===== config.mk =====
export PLATFORM = sky130hd
export DESIGN_NAME = lcg_stim_gen_flat
export DESIGN_NICKNAME = d
export VERILOG_FILES = /design/src/rtl/lcg_stim_pkg.sv /design/src/rtl/lcg_stim_gen_if.sv /design/src/rtl/lcg_stim_gen_step.sv /design/src/rtl/lcg_stim_gen.sv /design/src/flat_wrapper.sv
export SDC_FILE = /design/constraint.sdc
export NUM_CORES = 1
export LEC_CHECK = 0
export ABC_AREA = 1
export CAP_MARGIN = 10
export CORE_UTILIZATION = 60
export CTS_CLUSTER_DIAMETER = 80
export DETAILED_ROUTE_END_ITERATION = 12
export PLACE_DENSITY = 0.85
export SLEW_MARGIN = 20
export SYNTH_ARGS = -nofsm -noshare
export SYNTH_HDL_FRONTEND = slang
export SYNTH_SLANG_ARGS = --single-unit

===== constraint.sdc =====
create_clock -name clk -period 17.8 [get_ports clk]
set_input_delay 3.56 -clock clk [delete_from_list [all_inputs] [get_ports clk]]
set_output_delay 3.56 -clock clk [all_outputs]
set_load 0.01 [all_outputs]

===== src/rtl/lcg_stim_pkg.sv =====
// -----------------------------------------------------------------------------
// lcg_stim_pkg
// Shared definitions for the LCG stimulus generator:
//   LCG_MUL / LCG_INC : constants of the 32-bit linear congruential generator
//   lcg_next()        : one LCG step, truncated to 32 bits
//   chunks_for()      : number of 32-bit draws needed to fill a vector
//   lcg_fsm_e         : generator control states
// Optional feature macro used by the generator: LCG_STIM_PAUSE_EN.
// -----------------------------------------------------------------------------
package lcg_stim_pkg;

    localparam logic [31:0] LCG_MUL = 32'h41C64E6D;
    localparam logic [31:0] LCG_INC = 32'h3039;

    typedef enum logic [1:0] {
        IDLE  = 2'd0,
        FILL  = 2'd1,
        VALID = 2'd2,
        DONE  = 2'd3
    } lcg_fsm_e;

    // The product is evaluated in a 32-bit context, so the wrap modulo 2^32
    // falls out of the arithmetic with no explicit truncation.
    function automatic logic [31:0] lcg_next(input logic [31:0] state);
        return state * LCG_MUL + LCG_INC;
    endfunction

    function automatic int chunks_for(input int width);
        return (width + 31) / 32;
    endfunction

endpackage


===== src/rtl/lcg_stim_gen_if.sv =====
// -----------------------------------------------------------------------------
// lcg_stim_gen_if
// Control and stream bundle for lcg_stim_gen.
//   start, seed, num_vectors : run control, sampled on an accepted start
//   vec, vec_valid, vec_ready: generated vector with valid/ready handshake
//   vec_idx                  : 0-based index of the vector being presented
//   busy, done               : run status
// Modports:
//   master : the generator (drives vec/vec_valid/vec_idx/busy/done)
//   slave  : the controller/consumer side (drives start/seed/num/vec_ready)
// -----------------------------------------------------------------------------
interface lcg_stim_gen_if #(
    parameter int IN_W  = 138,
    parameter int CNT_W = 32
);
    logic             start;
    logic [31:0]      seed;
    logic [CNT_W-1:0] num_vectors;
    logic [IN_W-1:0]  vec;
    logic             vec_valid;
    logic             vec_ready;
    logic [CNT_W-1:0] vec_idx;
    logic             busy;
    logic             done;

    modport master (
        input  start, seed, num_vectors, vec_ready,
        output vec, vec_valid, vec_idx, busy, done
    );

    modport slave (
        output start, seed, num_vectors, vec_ready,
        input  vec, vec_valid, vec_idx, busy, done
    );
endinterface


===== src/rtl/lcg_stim_gen_step.sv =====
// -----------------------------------------------------------------------------
// lcg_step
// Combinational single LCG step built on the package function, so every user
// of the generator arithmetic shares one definition.
//   state_i : current 32-bit LCG state
//   state_o : next 32-bit LCG state
// -----------------------------------------------------------------------------
module lcg_step
    import lcg_stim_pkg::*;
(
    input  logic [31:0] state_i,
    output logic [31:0] state_o
);
    assign state_o = lcg_next(state_i);
endmodule


===== src/rtl/lcg_stim_gen.sv =====
// -----------------------------------------------------------------------------
// lcg_stim_gen
// Builds IN_W-bit stimulus vectors from successive 32-bit LCG draws and
// presents them on a valid/ready handshake.
// Ports:
//   clk   : sole clock, rising edge
//   rst   : asynchronous, active-high reset
//   pause : (only with LCG_STIM_PAUSE_EN defined) freezes filling and hides
//           vec_valid while high
//   bus   : lcg_stim_gen_if.master (start/seed/num_vectors in,
//           vec/vec_valid/vec_idx/busy/done out, vec_ready in)
// Configuration macro: LCG_STIM_PAUSE_EN adds the pause input; when it is
// undefined the generator never pauses.
// -----------------------------------------------------------------------------
module lcg_stim_gen
    import lcg_stim_pkg::*;
#(
    parameter int IN_W  = 138,
    parameter int CNT_W = 32
) (
    input  logic           clk,
    input  logic           rst,
`ifdef LCG_STIM_PAUSE_EN
    input  logic           pause,
`endif
    lcg_stim_gen_if.master bus
);

    localparam int CHUNKS      = chunks_for(IN_W);
    localparam int CHUNK_CNT_W = (CHUNKS > 1) ? $clog2(CHUNKS) : 1;
    localparam logic [CHUNK_CNT_W-1:0] LAST_CHUNK = CHUNK_CNT_W'(CHUNKS - 1);

    lcg_fsm_e               fsm_q,       fsm_d;
    logic [31:0]            lcg_q,       lcg_d;
    logic [CHUNK_CNT_W-1:0] chunk_cnt_q, chunk_cnt_d;
    logic [CNT_W-1:0]       remaining_q, remaining_d;
    logic [CNT_W-1:0]       vec_idx_q,   vec_idx_d;
    logic [IN_W-1:0]        vec_q,       vec_d;

    logic [31:0] step_out;
    logic        chunk_we;
    logic        pause_active;
    logic        handshake;

`ifdef LCG_STIM_PAUSE_EN
    assign pause_active = pause;
`else
    assign pause_active = 1'b0;
`endif

    lcg_step u_step (
        .state_i (lcg_q),
        .state_o (step_out)
    );

    // A paused VALID hides vec_valid, which also blocks the handshake.
    assign handshake = (fsm_q == VALID) && !pause_active && bus.vec_ready;

    // Each chunk slice is rewritten only on the FILL cycle that targets it;
    // the last chunk keeps just the low bits of the draw when IN_W is not a
    // multiple of 32.
    genvar gi;
    generate
        for (gi = 0; gi < CHUNKS; gi++) begin : g_chunk
            localparam int LO = gi * 32;
            localparam int W  = ((IN_W - LO) < 32) ? (IN_W - LO) : 32;
            assign vec_d[LO +: W] =
                (chunk_we && (chunk_cnt_q == CHUNK_CNT_W'(gi))) ? step_out[W-1:0]
                                                                : vec_q[LO +: W];
        end
    endgenerate

    always_comb begin
        fsm_d       = fsm_q;
        lcg_d       = lcg_q;
        chunk_cnt_d = chunk_cnt_q;
        remaining_d = remaining_q;
        vec_idx_d   = vec_idx_q;
        chunk_we    = 1'b0;

        case (fsm_q)
            IDLE, DONE: begin
                if (bus.start) begin
                    lcg_d       = bus.seed;
                    remaining_d = bus.num_vectors;
                    vec_idx_d   = '0;
                    chunk_cnt_d = '0;
                    fsm_d       = (bus.num_vectors == '0) ? DONE : FILL;
                end
            end
            FILL: begin
                if (!pause_active) begin
                    lcg_d    = step_out;
                    chunk_we = 1'b1;
                    if (chunk_cnt_q == LAST_CHUNK) begin
                        chunk_cnt_d = '0;
                        fsm_d       = VALID;
                    end else begin
                        chunk_cnt_d = chunk_cnt_q + CHUNK_CNT_W'(1);
                    end
                end
            end
            VALID: begin
                if (handshake) begin
                    remaining_d = remaining_q - CNT_W'(1);
                    if (remaining_q == CNT_W'(1)) begin
                        // Last vector: index stays on the final value.
                        fsm_d = DONE;
                    end else begin
                        vec_idx_d   = vec_idx_q + CNT_W'(1);
                        chunk_cnt_d = '0;
                        fsm_d       = FILL;
                    end
                end
            end
            default: fsm_d = IDLE;
        endcase
    end

    always_ff @(posedge clk or posedge rst) begin
        if (rst) begin
            fsm_q       <= IDLE;
            lcg_q       <= '0;
            chunk_cnt_q <= '0;
            remaining_q <= '0;
            vec_idx_q   <= '0;
            vec_q       <= '0;
        end else begin
            fsm_q       <= fsm_d;
            lcg_q       <= lcg_d;
            chunk_cnt_q <= chunk_cnt_d;
            remaining_q <= remaining_d;
            vec_idx_q   <= vec_idx_d;
            vec_q       <= vec_d;
        end
    end

    assign bus.vec       = vec_q;
    assign bus.vec_valid = (fsm_q == VALID) && !pause_active;
    assign bus.vec_idx   = vec_idx_q;
    assign bus.busy      = (fsm_q == FILL) || (fsm_q == VALID);
    assign bus.done      = (fsm_q == DONE);

endmodule


===== src/flat_wrapper.sv =====
// flat-port wrapper written by rule: the top's interface ports become plain ports
module lcg_stim_gen_flat import lcg_stim_pkg::*;
#(
    parameter int IN_W  = 138,
    parameter int CNT_W = 32
)
  (clk, rst, bus_start, bus_seed, bus_num_vectors, bus_vec_ready, bus_vec, bus_vec_valid, bus_vec_idx, bus_busy, bus_done);
  lcg_stim_gen_if #(.IN_W(IN_W), .CNT_W(CNT_W)) bus_i ();
  input  logic clk;
  input  logic rst;
  input wire logic [$bits(bus_i.start)-1:0] bus_start;
  input wire logic [$bits(bus_i.seed)-1:0] bus_seed;
  input wire logic [$bits(bus_i.num_vectors)-1:0] bus_num_vectors;
  input wire logic [$bits(bus_i.vec_ready)-1:0] bus_vec_ready;
  output wire logic [$bits(bus_i.vec)-1:0] bus_vec;
  output wire logic [$bits(bus_i.vec_valid)-1:0] bus_vec_valid;
  output wire logic [$bits(bus_i.vec_idx)-1:0] bus_vec_idx;
  output wire logic [$bits(bus_i.busy)-1:0] bus_busy;
  output wire logic [$bits(bus_i.done)-1:0] bus_done;
  assign bus_i.start = bus_start;
  assign bus_i.seed = bus_seed;
  assign bus_i.num_vectors = bus_num_vectors;
  assign bus_i.vec_ready = bus_vec_ready;
  assign bus_vec = bus_i.vec;
  assign bus_vec_valid = bus_i.vec_valid;
  assign bus_vec_idx = bus_i.vec_idx;
  assign bus_busy = bus_i.busy;
  assign bus_done = bus_i.done;
  lcg_stim_gen #(.IN_W(IN_W), .CNT_W(CNT_W)) u_core (.clk(clk), .rst(rst), .bus(bus_i));
endmodule

======== After elaboration in Yosys (flattened, before gate mapping) ========
Index checks and enable logic that the tools add are counted.
word-level totals
  flip-flop bits (word level) ............. 239
  input bits .............................. 68
  output and inout bits ................... 173
  logic and storage cells ................. 66
cells by class
  $add $sub $neg .......................... 4
  multipliers ............................. 1
  equal/unequal tests ..................... 12
  muxes and demuxes ....................... 21
  reduce and logical (&&, ||, !) cells .... 18
operator list
  operator                                             number
  two-way mux 32 bit                                   6
  one-hot mux 32 bit (2 select lines)                  3
  adder 32 x 1 -> 32 bit, second input constant        1
  adder 32 x 14 -> 32 bit, second input constant       1
  == test 32 x 1 -> 1 bit, second input constant       1
  zero test 32 bit                                     1
  multiplier 32 x 31 -> 32 bit, second input constant  1
  subtractor 32 x 1 -> 32 bit, second input constant   1
  two-way mux 3 bit                                    4
  two-way mux 2 bit                                    5
  one-hot mux 3 bit (3 select lines)                   1
  AND reduction 3 bit                                  3
  == test 3 x 2 -> 1 bit, second input constant        2
  logical AND 1 bit                                    6
  one-hot mux 2 bit (3 select lines)                   1
  == test 2 bit, second input constant                 2
  != test 2 x 1 -> 1 bit, second input constant        2
  != test 2 bit, second input constant                 2
  AND reduction 4 bit                                  1
  nonzero test 2 bit                                   2
  adder 3 x 1 -> 3 bit, second input constant          1
  == test 3 x 1 -> 1 bit, second input constant        1
  == test 3 bit, second input constant                 1
  zero test 3 bit                                      1
  other kinds (6)                                      6

======== Longest topological paths before layout ========
  depth in word-level cells ............... 4
  gate-level depth with buffers ........... 30
  depth with buffers taken out ............ 30

======== Cells and area by module ========
Synthesis repeated with hierarchy kept, for this count alone.
second synthesis, totals
  cells, all modules ...................... 2632
  area total of the unflattened synthesis .. 21192.8 um^2
by module, submodules not included
  module        instances  cells each  area each (um^2)
  lcg_stim_gen  1          1480        11541.1
  lcg_step      1          1152        9651.8

======== Worst setup path after synthesis ========
No wires, ideal clock.
  kind .................................... reg-to-reg
  from .................................... reg u_core.lcg_q[6]
  to ...................................... reg u_core.lcg_q[25]
  setup time .............................. 116 ps
  data arrival time ....................... 5956 ps
  required time ........................... 17684 ps
  slack ................................... 11727 ps
  cell stages (with the launch flop) ...... 30
  cell sequence ........................... dfrtp_1 ha_1 xor2_1 ha_1 a21oi_1 fa_1 fa_1 inv_1 fa_1 inv_1 fa_1 inv_1 fa_1 inv_1 fa_1 inv_1 ha_1 nand2_1 inv_1 nand2_1 inv_1 a21oi_1 nand3_1 inv_2 o21bai_2 or2_1 nand2_2 nand2_1 nand2_1 nand2_1
between the ends
  cells in the longest elaborated chain, start to end .. 3
ends and longest elaborated chain
  element                              RTL line             RTL
  start, declared                      lcg_stim_gen.sv:34   logic [31:0] lcg_q, lcg_d;
  start signal, assigned               lcg_stim_gen.sv:130  lcg_q <= lcg_d;
  multiplier 32 x 31 -> 32 bit         lcg_stim_pkg.sv:25   return state * LCG_MUL + LCG_INC;
  adder 32 x 14 -> 32 bit              lcg_stim_pkg.sv:25
  one-hot mux 32 bit (2 select lines)  lcg_stim_gen.sv:81   case (fsm_q)
No other way between the ends.
A chain may end at the register's enable or synchronous reset.

======== Final worst setup path ========
  from .................................... reg u_core.lcg_q[5]
  to ...................................... reg u_core.lcg_q[26]
The elaborated chain is that of the path after synthesis.

==> qor.csv <==
stage;metric;value;unit
outcome;status;completed;
logic_synthesis;yosys_warnings;0;
route;firstDrtPassIters;6;
sta;rsz0062_at_grt;no;
sta;slew-limit-headroom;0.344;
global_route;grt_usage;0.371;
sta;fin_crit;7.43;ns
worst_setup_path;cp_slowest_cell;dfrtp_1;
sta;hold_violations;0;
worst_setup_path;rr_worst_depth;24;
clocking;ctsRootBufferMaster;clkbuf_16;
floorplan;die-area;35100;µm²
worst_setup_path;cp-end-kind;flop;
placement;io_buffers;240;
global_route;globalRouteOverflowTotal;0;
final_layout;final_cell_mix;514 x inv_1, 435 x nand2_1, 240 x clkdlybuf4s50_1, 239 x dfrtp_1, 219 x ha_1;
floorplan;die_h;187;µm
clocking;clkTransAtPathRegs;0.06;ns
worst_setup_path;r2r_start;u_core.lcg_q[5];
route;drc;0;
route;wl_per_cell;20.2;µm
worst_setup_path;path_common_cell;fa_1;
floorplan;io_pins;241;
worst_setup_path;crit_type;reg -> reg;
clocking;cts_sinks;239;
clocking;clock_tree.buffer_depth;3;
logic_synthesis;synth_area;20600;µm²
sta;fin_crit_sh;0.417;
worst_setup_path;crit_path_start_kind;flop;
flow_run;max-cap-violations;0;
global_route;grt_pass1_wl;100;mm
sta;setup_tns;0;ns
worst_setup_path;max_stage_delay;0.62;ns
floorplan;core_area;33700;µm²
clocking;ctsResizeCount;0;
logic_synthesis;yosysSeqAreaShare;0.290;
global_route;first_global_vias;18300;
clocking;cts_tree;done;
worst_setup_path;r2r_end;u_core.lcg_q[26];
global_route;use_met2;0.589;
clocking;htree_levels;1;
worst_setup_path;cp.arrival;7.87;ns
global_route;met3_usage;0.0741;
global_route;grt_max_degree;101;
sta;max_freq;0.135;GHz
route;first_iter_violations;1611;
placement;routabilityCongestion;0.985;
global_route;grt_busiest_layer;met2;
worst_setup_path;cp_max_fo;10;
logic_synthesis;syn_inst;2418;
global_route;antenna_found_initial;4;
route;final_antenna_net_count;0;
sta;tightest_slew;0.983;ns
sta;maxSlewViolCount;0;
worst_hold_path;hp-class;reg -> reg;
floorplan;initial_core_util;0.611;
final_layout;stdcell_count;3109;
final_layout;final_common_cell;inv_1;
floorplan;chipWidth;187;µm
logic_synthesis;synth_cell_type_count;53;
route;viasPerCell;5.69;
placement;dpl_cell_area;23400;µm²
final_layout;nets;3111;
worst_setup_path;r2r_slack;10.37;ns
clocking;clk_latency;0.57;ns
sta;clock_skew;0.0219;ns
worst_hold_path;hold_path.startpoint;u_core.bus.vec[102];
worst_hold_path;min_to;u_core.bus.vec[102];
final_layout;final_util;0.724;
route;vias;17700;
global_route;met1_usage;0.500;
worst_setup_path;critPathRequiredTime;18.24;ns
worst_setup_path;cp_num_buf_inv;5;
placement;place_inst;3056;
route;routed_wl;62.9;mm
final_layout;drive_gt1_frac;0.0417;
final_layout;area_growth_syn_to_layout;18.5;%
sta;finalSetupViolCount;0;
clocking;ctsHoldBuffers;0;
worst_setup_path;cpLargestDelayFamily;adder cells;
logic_synthesis;syn-num-nets;2891;
clocking;cts_setup_buffers;0;
logic_synthesis;ys_ff_latch;239;
placement;dpl.hpwl;50.0;mm
worst_setup_path;path_cells;ha_1 -> xor2_1 -> ha_1 -> nor2_1 -> fa_1 -> fa_1 -> inv_1 -> fa_1 -> inv_1 -> fa_1 -> inv_1 -> fa_1 -> inv_1 -> fa_1 -> inv_1 -> ha_1 -> nand2_1 -> nor2_1 -> a21oi_1 -> nand3_1 -> a21oi_1 -> xor2_1 -> a21o_1 -> nand2_1;
logic_synthesis;syn_area_per_cell;8.52;µm²
clocking;cts-buffers-inserted;28;
final_layout;design_area;24400;µm²
worst_hold_path;hold-path-cell-count;2;
floorplan;row_count;67;
## stage by stage
stage,hold WS (ns),setup WS (ns)
after floorplan,0.462,7.68
after global routing,0.506,10.13
after detailed placement,0.472,10.67
after CTS,0.488,10.60
after global placement,0.464,10.63
final,0.485,10.37
## worst reg2reg max path, cell delays in order, from the launching register on
cell,delay [ns]
dfrtp_1,0.62
ha_1,0.37
xor2_1,0.35
ha_1,0.21
nor2_1,0.08
fa_1,0.45
fa_1,0.52
inv_1,0.06
fa_1,0.51
inv_1,0.06
fa_1,0.53
inv_1,0.05
fa_1,0.49
inv_1,0.05
fa_1,0.48
inv_1,0.04
ha_1,0.33
nand2_1,0.22
nor2_1,0.07
a21oi_1,0.37
nand3_1,0.30
a21oi_1,0.25
xor2_1,0.60
a21o_1,0.22
nand2_1,0.07
## worst max-delay path by stage
stage                     from                 to  slack [ns]  depth (start not counted)
6_report       u_core.lcg_q[5]   u_core.lcg_q[26]       10.37                         24
5_1_grt        u_core.lcg_q[5]   u_core.lcg_q[26]       10.13                         24
4_1_cts        u_core.lcg_q[5]   u_core.lcg_q[26]       10.60                         24
3_5_place_dp   u_core.lcg_q[6]   u_core.lcg_q[26]       10.67                         24
3_3_place_gp   u_core.lcg_q[6]   u_core.lcg_q[26]       10.63                         24
2_1_floorplan              rst  u_core.bus.vec[0]        7.68                          1
## synth_stat cells, drive strengths merged
library cell / number / share of area
nor3: 25 / 0.0081
a22oi: 1 / 0.00036
o31ai: 33 / 0.012
nand4: 24 / 0.0076
o21a: 2 / 0.00073
clkbuf: 45 / 0.0083
nand3b: 3 / 0.0011
clkinv: 2 / 0.00036
and3: 1 / 0.00030
o221ai: 2 / 0.00085
inv: 521 / 0.095
o21bai: 7 / 0.0027
or2: 5 / 0.0015
nor2: 162 / 0.032
nor4: 17 / 0.0055
buf: 16 / 0.0043
a2bb2oi: 1 / 0.00043
a21boi: 2 / 0.00073
o22ai: 18 / 0.0055
ha: 220 / 0.13
nand3: 67 / 0.017
xnor2: 29 / 0.012
o21ai: 195 / 0.048
dfrtp: 239 / 0.29
xor2: 39 / 0.017
fa: 185 / 0.18
a21o: 8 / 0.0029
a211oi: 2 / 0.00073
a21oi: 56 / 0.014
nand2: 444 / 0.082
o211ai: 23 / 0.0086
a31oi: 24 / 0.0073
## registers in the layout, indices dropped and copies added, names as in the netlist
signal / flops
u_core.fsm_q: 2
u_core.remaining_q: 32
u_core.lcg_q: 32
u_core.bus.vec_idx: 32
u_core.chunk_cnt_q: 3
u_core.bus.vec: 138
## final cells by class
| type | instances | area [µm²] |
|---|---|---|
| Inverter | 523 | 1970 |
| Clock buffer | 38 | 798 |
| Timing Repair Buffer | 251 | 2480 |
| Multi-Input combinational cell | 1595 | 12400 |
| Sequential cell | 239 | 5980 |
| Tap cell | 448 | 561 |
| Antenna cell | 2 | 5.00 |
| Fill cell | 2549 | 9290 |
| Clock inverter | 13 | 183 |
## layer usage
layer  vias up  wire (µm)
li1       8070          -
met1      8553      25500
met2       905      28800
met3       168       5820
met4         2       2790
met5         -         13
## logic make-up (layout without fill, tap and decap cells)
group / Yosys count / in the layout / synth area share
and+or+nand+nor: 748 / 748 / 0.154
buffers and inverters: 584 / 825 / 0.108
adders and majority gates: 405 / 405 / 0.313
AOI/OAI and AO/OA: 374 / 374 / 0.105
DFF: 239 / 239 / 0.290
xor gates and xnor gates: 68 / 68 / 0.0289
other: 0 / 2 / 0
Power is left out: the tool's default activity adds up to more than one toggle a clock period on the data nets, which glitch-free logic cannot reach.
